**src/rtl/i2c_pkg.sv**
```systemverilog
// Shared definitions for the I2C init sequencer: state encoding, bus field
// widths and the default slave address.
package i2c_pkg;

   localparam int ADDR_W = 7;
   localparam int BYTE_W = 8;

   localparam logic [ADDR_W-1:0] DEFAULT_DEV_ADDR = 7'h68;

   typedef enum logic [2:0] {
      ST_IDLE,
      ST_LOAD,
      ST_WAIT_READY,
      ST_ISSUE,
      ST_WAIT_DONE,
      ST_RELEASE,
      ST_GAP,
      ST_FINISH
   } seq_state_t;

endpackage

```
**src/rtl/i2c_init_rom.sv**
```systemverilog
// Register write table for the init sequence: entry idx -> (sub-address, data).
// Indices at or beyond NUM_REGS read as 8'h00/8'h00.
module i2c_init_rom
   import i2c_pkg::*;
#(
   parameter int unsigned NUM_REGS = 4,
   parameter int unsigned IW       = 2
) (
   input  logic [IW-1:0]     idx,
   output logic [BYTE_W-1:0] sub,
   output logic [BYTE_W-1:0] data
);

   logic [31:0] idx_w;
   assign idx_w = 32'(idx);

   always_comb begin
      sub  = '0;
      data = '0;
      if (idx_w < NUM_REGS) begin
         case (idx_w)
            32'd0:   begin sub = 8'h20; data = 8'h0F; end
            32'd1:   begin sub = 8'h23; data = 8'h30; end
            32'd2:   begin sub = 8'h21; data = 8'h00; end
            32'd3:   begin sub = 8'h22; data = 8'h08; end
            default: begin sub = 8'h00; data = 8'h00; end
         endcase
      end
   end

endmodule

```
**src/rtl/i2c_init_sequencer.sv**
```systemverilog
// Walks the init ROM and drives one single-write I2C master transaction per
// entry: start, wait for done, re-arm the master, then idle for a gap.
module i2c_init_sequencer
   import i2c_pkg::*;
#(
   parameter logic [ADDR_W-1:0] DEV_ADDR       = DEFAULT_DEV_ADDR,
   parameter int unsigned       NUM_REGS       = 4,
   parameter int unsigned       GAP_CYCLES     = 100,
   parameter int unsigned       TIMEOUT_CYCLES = 1000000,
   localparam int unsigned      IW             = (NUM_REGS > 1) ? $clog2(NUM_REGS) : 1
) (
   input  logic              clk,
   input  logic              reset,
   input  logic              go,
   input  logic              m_ready,
   input  logic              m_done,
   output logic              m_start,
   output logic [ADDR_W-1:0] m_addr,
   output logic [BYTE_W-1:0] m_sub,
   output logic [BYTE_W-1:0] m_data,
   output logic              m_rst,
   output logic              busy,
   output logic              seq_done,
   output logic              seq_err,
   output logic [IW-1:0]     idx
);

   localparam int unsigned TW = $clog2(TIMEOUT_CYCLES + 1);
   localparam int unsigned GW = $clog2(GAP_CYCLES + 1);

   localparam logic [TW-1:0] TIMER_LAST = TW'(TIMEOUT_CYCLES - 1);
   localparam logic [GW-1:0] GAP_LAST   = GW'(GAP_CYCLES - 1);
   localparam logic [IW-1:0] IDX_LAST   = IW'(NUM_REGS - 1);

   seq_state_t        state;
   logic [TW-1:0]     timer;
   logic [GW-1:0]     gap_cnt;
   logic              abort;
   logic [BYTE_W-1:0] rom_sub;
   logic [BYTE_W-1:0] rom_data;

   i2c_init_rom #(
      .NUM_REGS (NUM_REGS),
      .IW       (IW)
   ) u_rom (
      .idx  (idx),
      .sub  (rom_sub),
      .data (rom_data)
   );

   assign m_addr = DEV_ADDR;

   // Master handshake: m_start is a one-cycle pulse issued only after m_ready
   // was seen high; m_done is a level held until the m_rst pulse re-arms it.
   always_ff @(posedge clk) begin
      if (reset) begin
         state    <= ST_IDLE;
         m_start  <= 1'b0;
         m_rst    <= 1'b0;
         m_sub    <= '0;
         m_data   <= '0;
         busy     <= 1'b0;
         seq_done <= 1'b0;
         seq_err  <= 1'b0;
         idx      <= '0;
         timer    <= '0;
         gap_cnt  <= '0;
         abort    <= 1'b0;
      end else begin
         m_start <= 1'b0;
         m_rst   <= 1'b0;
         case (state)
            ST_IDLE: begin
               if (go) begin
                  idx      <= '0;
                  seq_done <= 1'b0;
                  seq_err  <= 1'b0;
                  abort    <= 1'b0;
                  busy     <= 1'b1;
                  state    <= ST_LOAD;
               end
            end
            ST_LOAD: begin
               m_sub  <= rom_sub;
               m_data <= rom_data;
               state  <= ST_WAIT_READY;
            end
            ST_WAIT_READY: begin
               if (m_ready) begin
                  m_start <= 1'b1;
                  state   <= ST_ISSUE;
               end
            end
            ST_ISSUE: begin
               timer <= '0;
               state <= ST_WAIT_DONE;
            end
            ST_WAIT_DONE: begin
               timer <= timer + TW'(1);
               // done on the final timeout cycle still counts as success
               if (m_done) begin
                  m_rst <= 1'b1;
                  state <= ST_RELEASE;
               end else if (timer == TIMER_LAST) begin
                  abort   <= 1'b1;
                  seq_err <= 1'b1;
                  m_rst   <= 1'b1;
                  state   <= ST_RELEASE;
               end
            end
            ST_RELEASE: begin
               if (abort) begin
                  abort <= 1'b0;
                  busy  <= 1'b0;
                  state <= ST_IDLE;
               end else begin
                  gap_cnt <= '0;
                  state   <= ST_GAP;
               end
            end
            ST_GAP: begin
               if (gap_cnt == GAP_LAST) begin
                  if (idx == IDX_LAST) begin
                     state <= ST_FINISH;
                  end else begin
                     idx   <= idx + IW'(1);
                     state <= ST_LOAD;
                  end
               end else begin
                  gap_cnt <= gap_cnt + GW'(1);
               end
            end
            ST_FINISH: begin
               seq_done <= 1'b1;
               busy     <= 1'b0;
               state    <= ST_IDLE;
            end
            default: begin
               abort <= 1'b0;
               busy  <= 1'b0;
               state <= ST_IDLE;
            end
         endcase
      end
   end

endmodule

```
**config.mk**
```make
export PLATFORM = sky130hd
export DESIGN_NAME = i2c_init_sequencer
export DESIGN_NICKNAME = d
export VERILOG_FILES = /design/src/rtl/i2c_pkg.sv /design/src/rtl/i2c_init_rom.sv /design/src/rtl/i2c_init_sequencer.sv
export SDC_FILE = /design/constraint.sdc
export NUM_CORES = 1
export LEC_CHECK = 0
export BUFFER_PORTS_ARGS = -buffer_cell sky130_fd_sc_hd__buf_2
export CAP_MARGIN = 20
export CORE_AREA = 2 2 76 78
export CTS_BUF_LIST = sky130_fd_sc_hd__clkbuf_8 sky130_fd_sc_hd__clkbuf_16
export DETAILED_ROUTE_END_ITERATION = 8
export DIE_AREA = 0 0 78 80
export PLACE_DENSITY = 0.66
export REMOVE_ABC_BUFFERS = 1
export SETUP_SLACK_MARGIN = 0.02
export SLEW_MARGIN = 20
export SYNTH_ARGS = -nofsm -noshare
export SYNTH_HDL_FRONTEND = slang
export SYNTH_SLANG_ARGS = --single-unit
```
**constraint.sdc**
```tcl
create_clock -name clk -period 1.6 [get_ports clk]
set_input_delay 0.08 -clock clk [delete_from_list [all_inputs] [get_ports clk]]
set_output_delay 0.08 -clock clk [all_outputs]
set_load 0.005 [all_outputs]
```
==> flow_summary.ini, run 1 <==
[run_status]
status = complete, but fails checks
violations = setup timing

[layout]
synthToLayoutAreaGrowth_pct = 34.2
layout-drive-gt1-share = 0.380
fillers = 494
antenna_cells = 0
final_area_mm2 = 0.00314
finalCoreUtilization = 0.582
instances_no_fill = 417
nets = 355

[pwr]
leakage_nw = 1.23
powerDensity_mw_per_mm2 = 764
fin_total_pwr_mw = 2.40
max-vdd-ir-drop_mv = 0.434

[worst_setup_path]
endpoint_kind = register
crit_start = timer[6]$_SDFFE_PP0P_
setup.worst_path.class = reg2reg
crit_arrival_ns = 1.80
ff2ff_setup_slack_ns = -0.02
r2r-start = timer[6]$_SDFFE_PP0P_
start_kind = register
cp.required_ns = 1.78
crit_path_max_fanout = 3

[routing]
wire_per_inst_um = 13.5
drcViolationCount = 0
ant_nets = 0
drt_iter0_markers = 127
wirelength_um = 5610
viasPerCell = 5.25
vias = 2188
drtPass1Iterations = 4

[logic_synthesis]
ys.flop_type = dfxtp_1
yosysSeqAreaShare = 0.376
syn-mean-instance-area_um2 = 8.28
syn_inst = 283
yosys-top-cells-area = dfxtp_1 38%, a21oi_1 6.4%, buf_4 5.4%
synth_edf_count = 0
synth_top_cell_area_share = 0.376
synth-seq-cells = 44
ys_async_sr_fraction = 0
synth_commonest_cells = 44 x dfxtp_1, 30 x a21oi_1, 29 x nor2_1
synth_most_common_cell = dfxtp_1
ys.warnings.count = 0
synth_top_area_cell = dfxtp_1
ys_types = 49
syn_area_mm2 = 0.00234

[global_route]
grt_pass1_vias = 2022
grt_max_degree = 37
grt_util_all_layers = 0.185
grt_pass1_wl_um = 9150
antenna_found_initial = 0
globalRouteOverflowTotal = 0

[timing]
skew_ns = 0.0108
max_freq_ghz = 0.619
fin_worst_hold_slack_ns = 0.0645
rsz0062_at_grt = yes
hold_viol_final = 0
setup_viol = 1
fin_crit_ns = 1.62
setup_tns_ns = -0.0165
final.setup.worst_slack_ns = -0.0165
drv_slew = 0
finalCritPeriodShare = 1.01

[placed_design]
place_hpwl_um = 3530
placed_cell_area_mm2 = 0.00272
io_buffers = 20
pre_cts_slack_ns = -0.125
dp.cells = 401
place.gp.congestion = 0.791

[cts]
cts_buffers = 5
tritoncts = done
hold_buffers = 0
cts_max_path_buffers = 2
cts.sinks = 44
clock_latency_ns = 0.31
clockRootBuffer = clkbuf_8
htreeDepth = 2
clkTransAtPathRegs_ns = 0.09

[floorplan]
rows = 27
core_area_mm2 = 0.00541
start_util = 0.433
top_level_ports = 35
dieArea_mm2 = 0.00624
die_w_um = 78
die_y_um = 80

[worst_hold_path]
hold_class = in2reg
holdCritStartpoint = m_ready

[run]
maxCapViolCount = 0
worst max-delay path: stages, from the launching register on:
cell	delay, ns
dfxtp_2	0.34
buf_6	0.12
nor4_4	0.30
nand4_1	0.18
nor4_2	0.18
buf_4	0.18
o32ai_2	0.08
mux2i_1	0.13
metal layers:
metal,up-vias,share of wire,wire (um),GRT usage
met1,1034,0.44,2450,0.224
met4,0,0.014,79,0.0667
met2,42,0.52,2900,0.318
met3,6,0.033,183,0.0475
li1,1106,-,-,-
met5,-,0,0,0
power breakdown:
| group | leakage, nW | switching (mW) | internal, mW |
|---|---|---|---|
| Sequential | 0.364 | 0.0386 | 1.14 |
| Clock | 0.0510 | 0.395 | 0.345 |
| Combinational | 0.819 | 0.256 | 0.231 |
| Total | 1.23 | 0.689 | 1.71 |
timing repair:
item | CTS | global route
resized for setup | 26 | 40
endpoints found under the setup margin | 18 | 23
pin swaps | 6 | 19
buffers inserted | 4 | 5
layout make-up:
type                            count  area, um2  area share
Clock buffer                        6       82.6      0.0263
Clock inverter                      2       10.0     0.00318
Inverter                           10       37.5      0.0119
Multi-Input combinational cell    210       1460       0.464
Sequential cell                    44        906       0.288
Tap cell                           72       90.1      0.0287
Timing Repair Buffer               73        559       0.178
sequential cells by signal, indices dropped and copies added (netlist names):
name      count
abort         1
busy          1
gap_cnt       7
idx           2
m_data        3
m_rst         1
m_start       1
m_sub         3
seq_done      1
seq_err       1
state         3
timer        20
worst paths after layout:
path,cells past startpoint,to
worst max register to register,7,state[1]$_SDFFE_PP0P_
worst min-delay path,2,m_start$_SDFF_PP0_
worst max-delay path,7,state[1]$_SDFFE_PP0P_
worst min register to register,1,timer[5]$_SDFFE_PP0P_
kinds of logic after synthesis:
group / after synthesis / share of synthesized area
fa+ha+maj: 6 / 0.0321
buf+inv: 41 / 0.101
flops: 44 / 0.376
other cells: 2 / 0.00321
mux: 9 / 0.0401
xor+xnor: 3 / 0.0112
compound gates: 62 / 0.165
simple gates: 116 / 0.271
cell usage in the layout (no fill, tap or decap), drive strengths merged, types with 6 or more instances in the layout:
cell and n:
nand3 8, or3 10, nand2 22, nor3 8, o211ai 8, nand4 9
conb 14, nor2 29, inv 10, clkbuf 6, ha 6, a21oi 31
o21ai 6, mux2i 6, dfxtp 44, buf 73
No activity file was read; power rests on OpenSTA's default activity.
==> inputs of run 2 (changes only) <==
--- a/config.mk
+++ b/config.mk
@@ -13,7 +13,6 @@
 export DIE_AREA = 0 0 78 80
 export PLACE_DENSITY = 0.66
 export REMOVE_ABC_BUFFERS = 1
-export SETUP_SLACK_MARGIN = 0.02
 export SLEW_MARGIN = 20
 export SYNTH_ARGS = -nofsm -noshare
 export SYNTH_HDL_FRONTEND = slang
==> run 2 against run 1 <==
- the flow now finishes without violations
- global-route usage fell by 0.53 points
- final cell count is 0.48% lower
- clock skew shrank 0.0015 ns
- register-to-register slack better by 0.03 ns
- via count shrank 1.1%
- combinational power is 3% lower
- utilization shrank 0.35 points
- critical path type unchanged
- clock-buffer cell count unchanged
- total power decreased by 0.47%
- critical endpoint is now gap_cnt[6]$_SDFFE_PP0P_
==> flow_summary.ini, run 2 (synthesized netlist as in run 1, its figures left out) <==
[run_status]
status = finished, final reports clean

[worst_setup_path]
r2r-start = state[1]$_SDFFE_PP0P_
crit_arrival_ns = 1.83
crit_start = state[1]$_SDFFE_PP0P_
crit_path_max_fanout = 12
cp.required_ns = 1.84
endpoint_kind = register
start_kind = register
rr_worst_depth = 5
setup.worst_path.class = reg2reg

[placed_design]
place_hpwl_um = 3530
io_buffers = 20
dp.cells = 401
place.gp.congestion = 0.791
pre_cts_slack_ns = -0.125
placed_cell_area_mm2 = 0.00272

[routing]
wire_per_inst_um = 13.4
drtPass1Iterations = 4
ant_nets = 0
vias = 2163
drcViolationCount = 0
wirelength_um = 5580
viasPerCell = 5.21
drt_iter0_markers = 143

[layout]
fillers = 503
finalCoreUtilization = 0.578
antenna_cells = 0
final_area_mm2 = 0.00313
top_regs = timer x20, gap_cnt x7
layout.cells.most_common = buf_4
largest_register_ffs = 20
instances_no_fill = 415
synthToLayoutAreaGrowth_pct = 33.4
nets = 353
regMostFlops = timer
layout-drive-gt1-share = 0.376
layout_common_cells = 40 x buf_4, 32 x dfxtp_1, 29 x nor2_1

[floorplan]
die_w_um = 78
core_area_mm2 = 0.00541
rows = 27
top_level_ports = 35
start_util = 0.433
dieArea_mm2 = 0.00624
die_y_um = 80

[timing]
drv_slew = 0
max_freq_ghz = 0.631
skew_ns = 0.00929
fin_crit_ns = 1.59
final.setup.worst_slack_ns = 0.0141
fin_worst_hold_slack_ns = 0.0683
setup_viol = 0
finalCritPeriodShare = 0.991
rsz0062_at_grt = yes
hold_viol_final = 0

[pwr]
powerDensity_mw_per_mm2 = 765
max-vdd-ir-drop_mv = 0.493
leakage_nw = 1.20

[cts]
clockRootBuffer = clkbuf_8
clock_latency_ns = 0.31
hold_buffers = 0
cts.sinks = 44
htreeDepth = 2
clkTransAtPathRegs_ns = 0.08
cts_max_path_buffers = 2
tritoncts = done
cts_buffers = 5

[global_route]
grt_pass1_vias = 1951
grt_pass1_wl_um = 8910
antenna_found_initial = 0
grt_util_all_layers = 0.180
grt_max_degree = 37
globalRouteOverflowTotal = 0

[worst_hold_path]
min_path_cells = 2
hold_class = in2reg
holdCritStartpoint = m_ready

[run]
maxCapViolCount = 0
## run 2: final cells by class
type | count | area (um2) | area share
Clock buffer | 6 | 82.6 | 0.0264
Clock inverter | 2 | 10.0 | 0.00320
Inverter | 10 | 37.5 | 0.0120
Multi-Input combinational cell | 210 | 1480 | 0.473
Sequential cell | 44 | 898 | 0.287
Tap cell | 72 | 90.1 | 0.0288
Timing Repair Buffer | 71 | 528 | 0.169
## run 2: repair_timing
item,CTS,global route
setup endpoints to repair,16,23
pin swaps,6,15
cloned,0,0
setup buffers,3,4
gates resized for setup,14,52
## run 2: final timing paths
| kind | end | slack [ns] |
|---|---|---|
| max | gap_cnt[6]$_SDFFE_PP0P_ | 0.01 |
| min | m_start$_SDFF_PP0_ | 0.07 |
| max reg2reg | gap_cnt[6]$_SDFFE_PP0P_ | 0.01 |
| min reg2reg | timer[4]$_SDFFE_PP0P_ | 0.49 |
## run 2: critical path: stages, from the launching register on
cell and delay (ns):
dfxtp_4 0.38, buf_8 0.15, nor3b_4 0.31, o2111ai_4 0.19, or3_1 0.39, a21oi_2 0.11
## run 2: metrics by stage
stage	setup TNS [ns]	total power [mW]
5_1_grt	-0.598	2.52
6_report	0	2.39
2_1_floorplan	-3.63	1.41
4_1_cts	-0.0437	2.35
3_3_place_gp	-0.387	1.58
3_5_place_dp	-0.675	1.58
## run 2: routing by layer
metal	part of all wire	GRT usage	up-vias
li1	-	-	1101
met1	0.45	0.223	1027
met2	0.51	0.300	29
met3	0.029	0.0475	6
met4	0.014	0.0667	0
met5	0	0	-
## run 2: power by group
part | switching, mW | leakage, nW | total, mW | internal, mW
Clock | 0.398 | 0.0510 | 0.744 | 0.345
Sequential | 0.0372 | 0.362 | 1.17 | 1.14
Combinational | 0.259 | 0.786 | 0.474 | 0.216
Total | 0.694 | 1.20 | 2.39 | 1.70
==> inputs of run 3 (changes only) <==
--- a/config.mk
+++ b/config.mk
@@ -11,7 +11,7 @@
 export CTS_BUF_LIST = sky130_fd_sc_hd__clkbuf_8 sky130_fd_sc_hd__clkbuf_16
 export DETAILED_ROUTE_END_ITERATION = 8
 export DIE_AREA = 0 0 78 80
-export PLACE_DENSITY = 0.66
+export PLACE_DENSITY = 0.63
 export REMOVE_ABC_BUFFERS = 1
 export SLEW_MARGIN = 20
 export SYNTH_ARGS = -nofsm -noshare
==> constraint.sdc (replaced) <==
create_clock -name clk -period 1.8 [get_ports clk]
set_input_delay 0.09 -clock clk [delete_from_list [all_inputs] [get_ports clk]]
set_output_delay 0.09 -clock clk [all_outputs]
set_load 0.005 [all_outputs]
==> run 3 against run 2 <==
- utilization down 7.7 points
- sequential share of layout area up 3.8 points
- non-clock buffer count down 26
- final area down 13%
- largest cell class unchanged
- sequential power down 11%
- global-route usage down 2.2 points
==> flow_summary.ini, run 3 (synthesized netlist as in run 1, its figures left out) <==
[run_status]
status = finished, final reports clean

[pwr]
leakage_nw = 1.03
swShare = 0.266
p_seq_frac = 0.484
max-vdd-ir-drop_mv = 0.457
powerDensity_mw_per_mm2 = 789
p_int_mw = 1.57
pwr-share-clk = 0.352
p_sw_uw = 570
p_comb_frac = 0.164

[layout]
top_regs = timer x20, gap_cnt x7
largest_register_ffs = 20
instances_no_fill = 389
antenna_cells = 0
layout-drive-gt1-share = 0.218
multi_input_comb_area_mm2 = 0.00131
layout.cells.most_common = dfxtp_1
nets = 327
regMostFlops = timer
synthToLayoutAreaGrowth_pct = 15.8
fillers = 576
layout_common_cells = 43 x dfxtp_1, 30 x a21oi_1, 29 x nor2_1
register_area_um2 = 882

[worst_setup_path]
endpoint_kind = register
setup.worst_path.class = reg2reg
crit_arrival_ns = 1.96
cp.required_ns = 2.05
r2r-start = gap_cnt[0]$_SDFFE_PP0P_
slowest_delay_ns = 0.38
start_kind = register
slowest_stage = or3_1
cp_top_family = simple AND/OR/NAND/NOR gates
r2r_end = gap_cnt[5]$_SDFFE_PP0P_
ff2ff_setup_slack_ns = 0.08
rr_worst_depth = 6
worstPathCellList = ha_1, and2_2, a21oi_4, o2111ai_2, or3_1, a21oi_1
crit_path_max_fanout = 5
path_buf_inv = 0

[worst_hold_path]
hold_class = in2reg
holdCritStartpoint = m_ready
min_path_cells = 2
worstHoldEndpoint = m_start$_SDFF_PP0_

[global_route]
grt_max_degree = 37
globalRouteOverflowTotal = 0
antenna_found_initial = 0
grt_util_all_layers = 0.158
grt_pass1_vias = 1811
grt_pass1_wl_um = 7870

[cts]
hold_buffers = 0
cts_setup_buffers = 0
htreeDepth = 2
tritoncts = done
cts_buffers = 5
cts.sinks = 44
clockRootBuffer = clkbuf_8
clock_latency_ns = 0.31
cts_resized = 0
cts_max_path_buffers = 2
clkTransAtPathRegs_ns = 0.08

[placed_design]
dp.cells = 381
io_buffers = 20
place_hpwl_um = 3300
place.gp.congestion = 0.795

[timing]
fin_crit_ns = 1.72
drv_slew = 0
finalCritPeriodShare = 0.954
fin_worst_hold_slack_ns = 0.0750
hold_viol_final = 0
setup_viol = 0
max_freq_ghz = 0.582
skew_ns = 0.0112

[routing]
drtPass1Iterations = 4
ant_nets = 0
drt_iter0_markers = 109
vias = 2007
drcViolationCount = 0
wire_per_inst_um = 12.2
viasPerCell = 5.16
wirelength_um = 4730

[floorplan]
rows = 27
die_y_um = 80
dieArea_mm2 = 0.00624
core_area_mm2 = 0.00541
die_w_um = 78
start_util = 0.433
top_level_ports = 35

[run]
maxCapViolCount = 0
==> run 3: cell types whose count changed in the layout (fill, tap and decap cells not counted), moves of 3 or more <==
cell,before,now
a21oi_1,24,30
a21oi_2,6,0
buf_4,40,25
buf_6,10,0
dfxtp_1,32,43
dfxtp_2,11,1
nor3_1,5,8
nor3_2,3,0
==> run 3: per-stage QoR <==
step	instance area, um2	util	total power, mW	setup slack [ns]	setup TNS (ns)
after floorplan	2190	-	1.26	-0.210	-0.702
final	2710	0.502	2.14	0.0822	0
after detailed placement	2570	0.475	1.41	0.0580	0
after global routing	2710	0.502	2.24	-0.00916	-0.0108
after global placement	2570	0.475	1.41	0.0633	0
after CTS	2670	0.495	2.16	0.0271	0
==> run 3: final cells by class <==
type                    count  share of cell area
clock buffers               5              0.0254
clock inverters             3              0.0143
inverters                  10              0.0138
multi-input cells         210               0.482
flip-flops and latches     44               0.325
well taps                  72              0.0332
repair buffers             45               0.106
==> run 3: worst max-delay path by stage <==
stage | end | from | cells after the start | slack (ns)
after floorplan | timer[18]$_SDFFE_PP0P_ | state[1]$_SDFFE_PP0P_ | 4 | -0.21
after global placement | state[1]$_SDFFE_PP0P_ | timer[6]$_SDFFE_PP0P_ | 7 | 0.06
after detailed placement | timer[19]$_SDFFE_PP0P_ | timer[13]$_SDFFE_PP0P_ | 5 | 0.06
after CTS | timer[19]$_SDFFE_PP0P_ | timer[13]$_SDFFE_PP0P_ | 5 | 0.03
after global routing | gap_cnt[5]$_SDFFE_PP0P_ | gap_cnt[0]$_SDFFE_PP0P_ | 6 | -0.009
final | gap_cnt[5]$_SDFFE_PP0P_ | gap_cnt[0]$_SDFFE_PP0P_ | 6 | 0.08
==> run 3: routing by layer <==
layer	global-route usage	vias up	routed length, um
li1	-	1045	-
met3	0.0339	8	133
met5	0	-	0
met4	0.0684	0	87
met2	0.265	17	2270
met1	0.195	937	2240
==> run 3: power groups by stage <==
stage	Clock, mW	Combinational (mW)	Sequential (mW)
finish	0.754	0.350	1.04
global route	0.803	0.396	1.04
CTS	0.777	0.349	1.04
detailed placement	0	0.347	1.06
global placement	0	0.346	1.06
floorplan	0	0.167	1.09
